`src/rtl/csr_pkg.sv`:
```
// Shared definitions for the machine-mode CSR file: address map, read response
// codes, read FSM states and mstatus field positions.
package csr_pkg;

    localparam logic [11:0] CSR_MSTATUS   = 12'h300;
    localparam logic [11:0] CSR_MISA      = 12'h301;
    localparam logic [11:0] CSR_MTVEC     = 12'h305;
    localparam logic [11:0] CSR_MSCRATCH  = 12'h340;
    localparam logic [11:0] CSR_MEPC      = 12'h341;
    localparam logic [11:0] CSR_MCAUSE    = 12'h342;
    localparam logic [11:0] CSR_MCYCLE    = 12'hB00;
    localparam logic [11:0] CSR_MINSTRET  = 12'hB02;
    localparam logic [11:0] CSR_MCYCLEH   = 12'hB80;
    localparam logic [11:0] CSR_MINSTRETH = 12'hB82;
    localparam logic [11:0] CSR_MVENDORID = 12'hF11;
    localparam logic [11:0] CSR_MARCHID   = 12'hF12;
    localparam logic [11:0] CSR_MIMPID    = 12'hF13;
    localparam logic [11:0] CSR_MHARTID   = 12'hF14;

    localparam logic [1:0] RRESP_OKAY    = 2'd0;
    localparam logic [1:0] RRESP_ILLEGAL = 2'd2;

    localparam int MSTATUS_MIE    = 3;
    localparam int MSTATUS_MPIE   = 7;
    localparam int MSTATUS_MPP_HI = 12;
    localparam int MSTATUS_MPP_LO = 11;

    typedef enum logic {
        RD_IDLE = 1'b0,
        RD_RESP = 1'b1
    } rd_state_t;

endpackage

```
`src/rtl/csr_counter64.sv`:
```
// 64-bit free-running counter with an increment enable and independent
// low/high half writes; a half write suppresses the increment for that cycle.
module csr_counter64
    import csr_pkg::*;
(
    input  logic        clk,
    input  logic        reset_n,
    input  logic        inc_en,
    input  logic        wr_lo,
    input  logic        wr_hi,
    input  logic [31:0] wr_val,
    output logic [63:0] count
);

    // NOTE: sequential state uses non-blocking assignments so every flop samples pre-edge values.
    always_ff @(posedge clk) begin
        if (!reset_n) begin
            count <= '0;
        end else if (wr_lo) begin
            count[31:0] <= wr_val;
        end else if (wr_hi) begin
            count[63:32] <= wr_val;
        end else if (inc_en) begin
            count <= count + 64'd1;
        end
    end

endmodule

```
`src/rtl/csr_file.sv`:
```
// Machine-mode CSR file: one-cycle read bus, single-cycle write port, trap state
// and optional 64-bit cycle/instret counters (enabled by CSR_FILE_COUNTERS_EN).
module csr_file
    import csr_pkg::*;
#(
    parameter logic [31:0] HART_ID     = 32'd0,
    parameter logic [31:0] MISA_VAL    = 32'h40000100,
    parameter logic [31:0] MTVEC_RESET = 32'h00000000
) (
    input  logic        clk,
    input  logic        reset_n,
    input  logic [11:0] csrbus_araddr,
    input  logic        csrbus_arvalid,
    output logic [31:0] csrbus_rdata,
    output logic [1:0]  csrbus_rresp,
    output logic        csrbus_rvalid,
    input  logic [11:0] csr_write_addr,
    input  logic [31:0] csr_write_val,
    input  logic        csr_write_valid,
    input  logic        instret_pulse,
    input  logic        trap_valid,
    input  logic [31:0] trap_cause,
    input  logic [31:0] trap_pc,
    input  logic        mret_valid,
    output logic [31:0] mtvec_out,
    output logic [31:0] mepc_out,
    output logic        mie_out
);

    rd_state_t   state_q, state_d;
    logic        accept;
    logic [31:0] rdata_q, rd_data;
    logic [1:0]  rresp_q, rd_resp;
    logic [31:0] mtvec_q, mepc_q, mcause_q, mscratch_q, mstatus_val;
    logic        mie_q, mpie_q;

    function automatic logic wr_hit(input logic [11:0] a);
        return csr_write_valid && (csr_write_addr == a);
    endfunction

`ifdef CSR_FILE_COUNTERS_EN
    logic [63:0] mcycle, minstret;

    csr_counter64 u_mcycle (
        .clk    (clk),
        .reset_n(reset_n),
        .inc_en (1'b1),
        .wr_lo  (wr_hit(CSR_MCYCLE)),
        .wr_hi  (wr_hit(CSR_MCYCLEH)),
        .wr_val (csr_write_val),
        .count  (mcycle)
    );

    csr_counter64 u_minstret (
        .clk    (clk),
        .reset_n(reset_n),
        .inc_en (instret_pulse),
        .wr_lo  (wr_hit(CSR_MINSTRET)),
        .wr_hi  (wr_hit(CSR_MINSTRETH)),
        .wr_val (csr_write_val),
        .count  (minstret)
    );
`else
    logic unused_instret;
    assign unused_instret = instret_pulse;
`endif

    always_comb begin
        mstatus_val = '0;
        mstatus_val[MSTATUS_MIE] = mie_q;
        mstatus_val[MSTATUS_MPIE] = mpie_q;
        mstatus_val[MSTATUS_MPP_HI:MSTATUS_MPP_LO] = 2'b11;
    end

    // NOTE: every always_comb output gets a default first so no latch is inferred.
    always_comb begin
        rd_data = '0;
        rd_resp = RRESP_OKAY;
        case (csrbus_araddr)
            CSR_MSTATUS:   rd_data = mstatus_val;
            CSR_MISA:      rd_data = MISA_VAL;
            CSR_MTVEC:     rd_data = mtvec_q;
            CSR_MSCRATCH:  rd_data = mscratch_q;
            CSR_MEPC:      rd_data = mepc_q;
            CSR_MCAUSE:    rd_data = mcause_q;
            CSR_MVENDORID,
            CSR_MARCHID,
            CSR_MIMPID:    rd_data = '0;
            CSR_MHARTID:   rd_data = HART_ID;
`ifdef CSR_FILE_COUNTERS_EN
            CSR_MCYCLE:    rd_data = mcycle[31:0];
            CSR_MINSTRET:  rd_data = minstret[31:0];
            CSR_MCYCLEH:   rd_data = mcycle[63:32];
            CSR_MINSTRETH: rd_data = minstret[63:32];
`endif
            default:       rd_resp = RRESP_ILLEGAL;
        endcase
    end

    always_comb begin
        state_d = state_q;
        accept  = 1'b0;
        case (state_q)
            RD_IDLE: if (csrbus_arvalid) begin
                accept  = 1'b1;
                state_d = RD_RESP;
            end
            RD_RESP: state_d = RD_IDLE;
            default: state_d = RD_IDLE;
        endcase
    end

    always_ff @(posedge clk) begin
        if (!reset_n) begin
            state_q <= RD_IDLE;
            rdata_q <= '0;
            rresp_q <= RRESP_OKAY;
        end else begin
            state_q <= state_d;
            if (accept) begin
                rdata_q <= rd_data;
                rresp_q <= rd_resp;
            end
        end
    end

    // Bus outputs are forced quiet while reset is held, so a response in flight is dropped.
    assign csrbus_rvalid = reset_n && (state_q == RD_RESP);
    assign csrbus_rdata  = reset_n ? rdata_q : '0;
    assign csrbus_rresp  = reset_n ? rresp_q : RRESP_OKAY;

    always_ff @(posedge clk) begin
        if (!reset_n) begin
            mtvec_q    <= MTVEC_RESET;
            mepc_q     <= '0;
            mcause_q   <= '0;
            mscratch_q <= '0;
            mie_q      <= 1'b0;
            mpie_q     <= 1'b0;
        end else begin
            if (wr_hit(CSR_MTVEC))    mtvec_q    <= csr_write_val & ~32'h3;
            if (wr_hit(CSR_MSCRATCH)) mscratch_q <= csr_write_val;

            // Trap beats mret beats a software write on the trap-owned registers.
            if (trap_valid) begin
                mepc_q   <= trap_pc & ~32'h3;
                mcause_q <= trap_cause;
                mpie_q   <= mie_q;
                mie_q    <= 1'b0;
            end else begin
                if (wr_hit(CSR_MEPC))   mepc_q   <= csr_write_val & ~32'h3;
                if (wr_hit(CSR_MCAUSE)) mcause_q <= csr_write_val;
                if (mret_valid) begin
                    mie_q  <= mpie_q;
                    mpie_q <= 1'b1;
                end else if (wr_hit(CSR_MSTATUS)) begin
                    mie_q  <= csr_write_val[MSTATUS_MIE];
                    mpie_q <= csr_write_val[MSTATUS_MPIE];
                end
            end
        end
    end

    assign mtvec_out = mtvec_q;
    assign mepc_out  = mepc_q;
    assign mie_out   = mie_q;

endmodule
```
`config.mk`:
```
export PLATFORM = sky130hd
export DESIGN_NAME = csr_file
export DESIGN_NICKNAME = d
export VERILOG_FILES = /design/src/rtl/csr_pkg.sv /design/src/rtl/csr_counter64.sv /design/src/rtl/csr_file.sv
export SDC_FILE = /design/constraint.sdc
export NUM_CORES = 1
export LEC_CHECK = 0
export CORE_ASPECT_RATIO = 0.8
export CORE_MARGIN = 8
export CORE_UTILIZATION = 45
export CTS_BUF_LIST = sky130_fd_sc_hd__clkbuf_16
export DETAILED_ROUTE_END_ITERATION = 6
export PLACE_DENSITY_LB_ADDON = 0.2
export SLEW_MARGIN = 5
export SYNTH_ARGS = -nofsm -noshare
export SYNTH_HDL_FRONTEND = slang
export SYNTH_SLANG_ARGS = --single-unit
export TNS_END_PERCENT = 20
```
`constraint.sdc`:
```
create_clock -name clk -period 2.75 [get_ports clk]
set_clock_uncertainty 0.05 [all_clocks]
set_input_delay 0.55 -clock clk [delete_from_list [all_inputs] [get_ports clk]]
set_output_delay 0.55 -clock clk [all_outputs]
set_load 0.01 [all_outputs]
```
==> impl_metrics.yaml <==
critical_path:
  cp_top_family: "buffers and inverters"
  cp_max_fo: 23
  crit_type: "input pin to primary output"
  worst_path_max_delay_cell: "clkdlybuf4s50_1"
  required_ns: 2.15
  critPathLaunchType: "input pin"
  rrSetupSlack_ns: 1.24
  critPathArrivalTime_ns: 1.78
  crit_buf_inv: 3
  max_stage_delay_ns: 0.58
  path_cells: "buf_6 -> buf_4 -> and2_1 -> clkdlybuf4s50_1"
  cp-end-kind: "primary output"
clock_network:
  root_buffer: "clkbuf_16"
  cts_htree_levels: 4
  clockBufferDepth: 2
  cts_buffers: 17
  insertion_delay_ns: 0.42
  cts_setup_buffers: 0
  cts_tree: "built"
  numClockSinks: 160
  clkTransAtPathRegs_ns: 0.06
  post_cts_resize_count: 0
  ctsHoldBuffers: 0
outcome:
  status: "complete, no violations"
timing:
  fin_crit_ns: 2.379
  rsz0062_at_grt: "false"
  min_period_over_period_pct: 86.52
  fmax_mhz: 420.3
  timing.setup.tns_ns: 0
  worstMarginPinSlew_ns: 0.8641
  maxSlewViolCount: 0
  hold_viol: 0
  setup_viol: 0
  relSlewSlack_pct: 42.39
detailed_routing:
  drt_pass1_iterations: 5
  ant_nets: 0
  drt_iter0_markers: 398
  num_vias: 7047
  drc: 0
  wire_per_inst_um: 18.56
  drt_wl_total_um: 23940
  vias_per_cell: 5.463
pwr:
  p_leak_nw: 3.897
  ir_drop_mv: 0.3409
  power.density_nw_per_um2: 507.1
finish:
  num-nets-final: 1184
  area_growth_syn_to_layout_pct: 41.39
  layout_commonest_cell: "clkdlybuf4s50_1"
  final_util_pct: 64.17
  n_antenna_cell: 0
  layout_common_cells: "clkdlybuf4s50_1, dfxtp_1, nand2_1"
  drive_above_1_share_pct: 12.71
synth:
  synth_mux_area_share_pct: 8.140
  synthSimpleGateAreaFrac_pct: 21.10
  synth_compound_area_share_pct: 21.80
  yosys_warnings: 0
  syn_area_per_cell_um2: 8.547
  synth_enable_flop_cells: 0
  async_reset_ff_share_pct: 0
  synth_top_family_by_area: "compound AO/OA/AOI/OAI gates"
  synthCells: 865
  ys.flop_type: "dfxtp_1"
  syn-cell-area_um2: 7393
  synth_adder_area_share_pct: 0
  ys_ff_latch: 160
  ys_types: 47
  synth_xor_area_share_pct: 0.1185
  ys_seq_area_share_pct: 43.32
grt:
  grt_max_degree: 75
  antenna_found_initial: 0
  overflow: 0
  grt_pass1_wl_um: 37450
  first_global_vias: 6829
  grt_use_total_pct: 22.72
place:
  io_buffers: 218
  hpwlAfterDp_um: 16850
  gp_congestion: 0.7789
floorplan:
  coreArea_um2: 16290
  start_util_pct: 45.38
  rows: 42
  die_y_um: 130.6
  die_w_um: 159.3
  die_area_um2: 20810
  pin_count: 227
worst_hold_path:
  hold_class: "flop to flop"
run:
  timing.max_cap.violations: 0
-- worst paths after layout --
kind / from / endpoint / cells after the start
worst min-delay path: mscratch_q[17] / mscratch_q[17] / 2
worst min register to register: mscratch_q[17] / mscratch_q[17] / 2
worst max register to register: state_q / rdata_q[7] / 6
worst max-delay path: reset_n / csrbus_rdata[29] / 4
-- report_power, final --
part | internal, mW | switching, mW
Sequential | 2.38 | 0.0465
Clock | 1.33 | 0.970
Combinational | 0.308 | 0.263
Total | 4.02 | 1.28
-- routing by layer --
layer  wire length, um  global-route usage [%]
met5                 0                       0
met4               274                   5.147
met1             11210                   30.45
met2             10500                   35.23
met3              1958                   7.358
-- cells in the mapped netlist, types with 3 or more instances --
master | number | share of area, %
and2_1 | 36 | 3.0
and4_1 | 3 | 0.36
o21ai_0 | 117 | 7.9
buf_6 | 6 | 0.91
clkbuf_1 | 51 | 2.6
nor2_1 | 31 | 1.6
nand2_1 | 133 | 6.8
nand3_2 | 28 | 3.8
dfxtp_1 | 160 | 43
o21ai_1 | 10 | 0.68
buf_1 | 6 | 0.30
mux2i_1 | 59 | 8.0
nand4_1 | 4 | 0.34
buf_2 | 14 | 0.95
nand3_1 | 37 | 2.5
a21oi_1 | 34 | 2.3
o21ai_2 | 32 | 3.8
a31oi_1 | 32 | 2.7
buf_4 | 6 | 0.61
a221oi_1 | 29 | 3.4
-- final cells by class --
type / count / area [um^2]
Multi-Input combinational cell: 624 / 3810
Fill cell: 1444 / 5837
Sequential cell: 160 / 3203
Inverter: 2 / 8.758
Clock buffer: 17 / 425.4
Clock inverter: 15 / 147.6
Tap cell: 220 / 275.3
Timing Repair Buffer: 252 / 2584
-- logic make-up after synthesis --
kind of cell,count (synthesis)
mux,60
simple gates,295
compound gates,263
xor+xnor,1
flops,160
buf+inv,85
other cells,1
-- registers in the layout (all words and copies together) (netlist names) --
register,cells
mpie_q,1
mepc_out,30
mcause_q,32
state_q,1
mscratch_q,32
rdata_q,32
mie_out,1
rresp_q,1
mtvec_out,30
-- worst min-delay path, delay by kind of cell, from the launching register on --
kind / cells / cell delay, ns
and+or+nand+nor: 1 / 0.06
DFF: 1 / 0.31
AOI/OAI and AO/OA: 1 / 0.04
-- through the flow --
step                      instance area (um^2)  cells  hold slack (ns)  setup slack [ns]  total power [mW]
after floorplan                           7408    869           0.3851            0.6608             2.706
after CTS                                10450   1290           0.4041            0.3662             5.336
final                                    10450   1290           0.4036            0.3706             5.301
after detailed placement                  9881   1258           0.3953           0.07750             3.051
after global placement                    9881   1258           0.3942            0.1015             3.044
after global routing                     10450   1290           0.4100            0.2933             5.498
No activity file was read; power rests on OpenSTA's default activity.
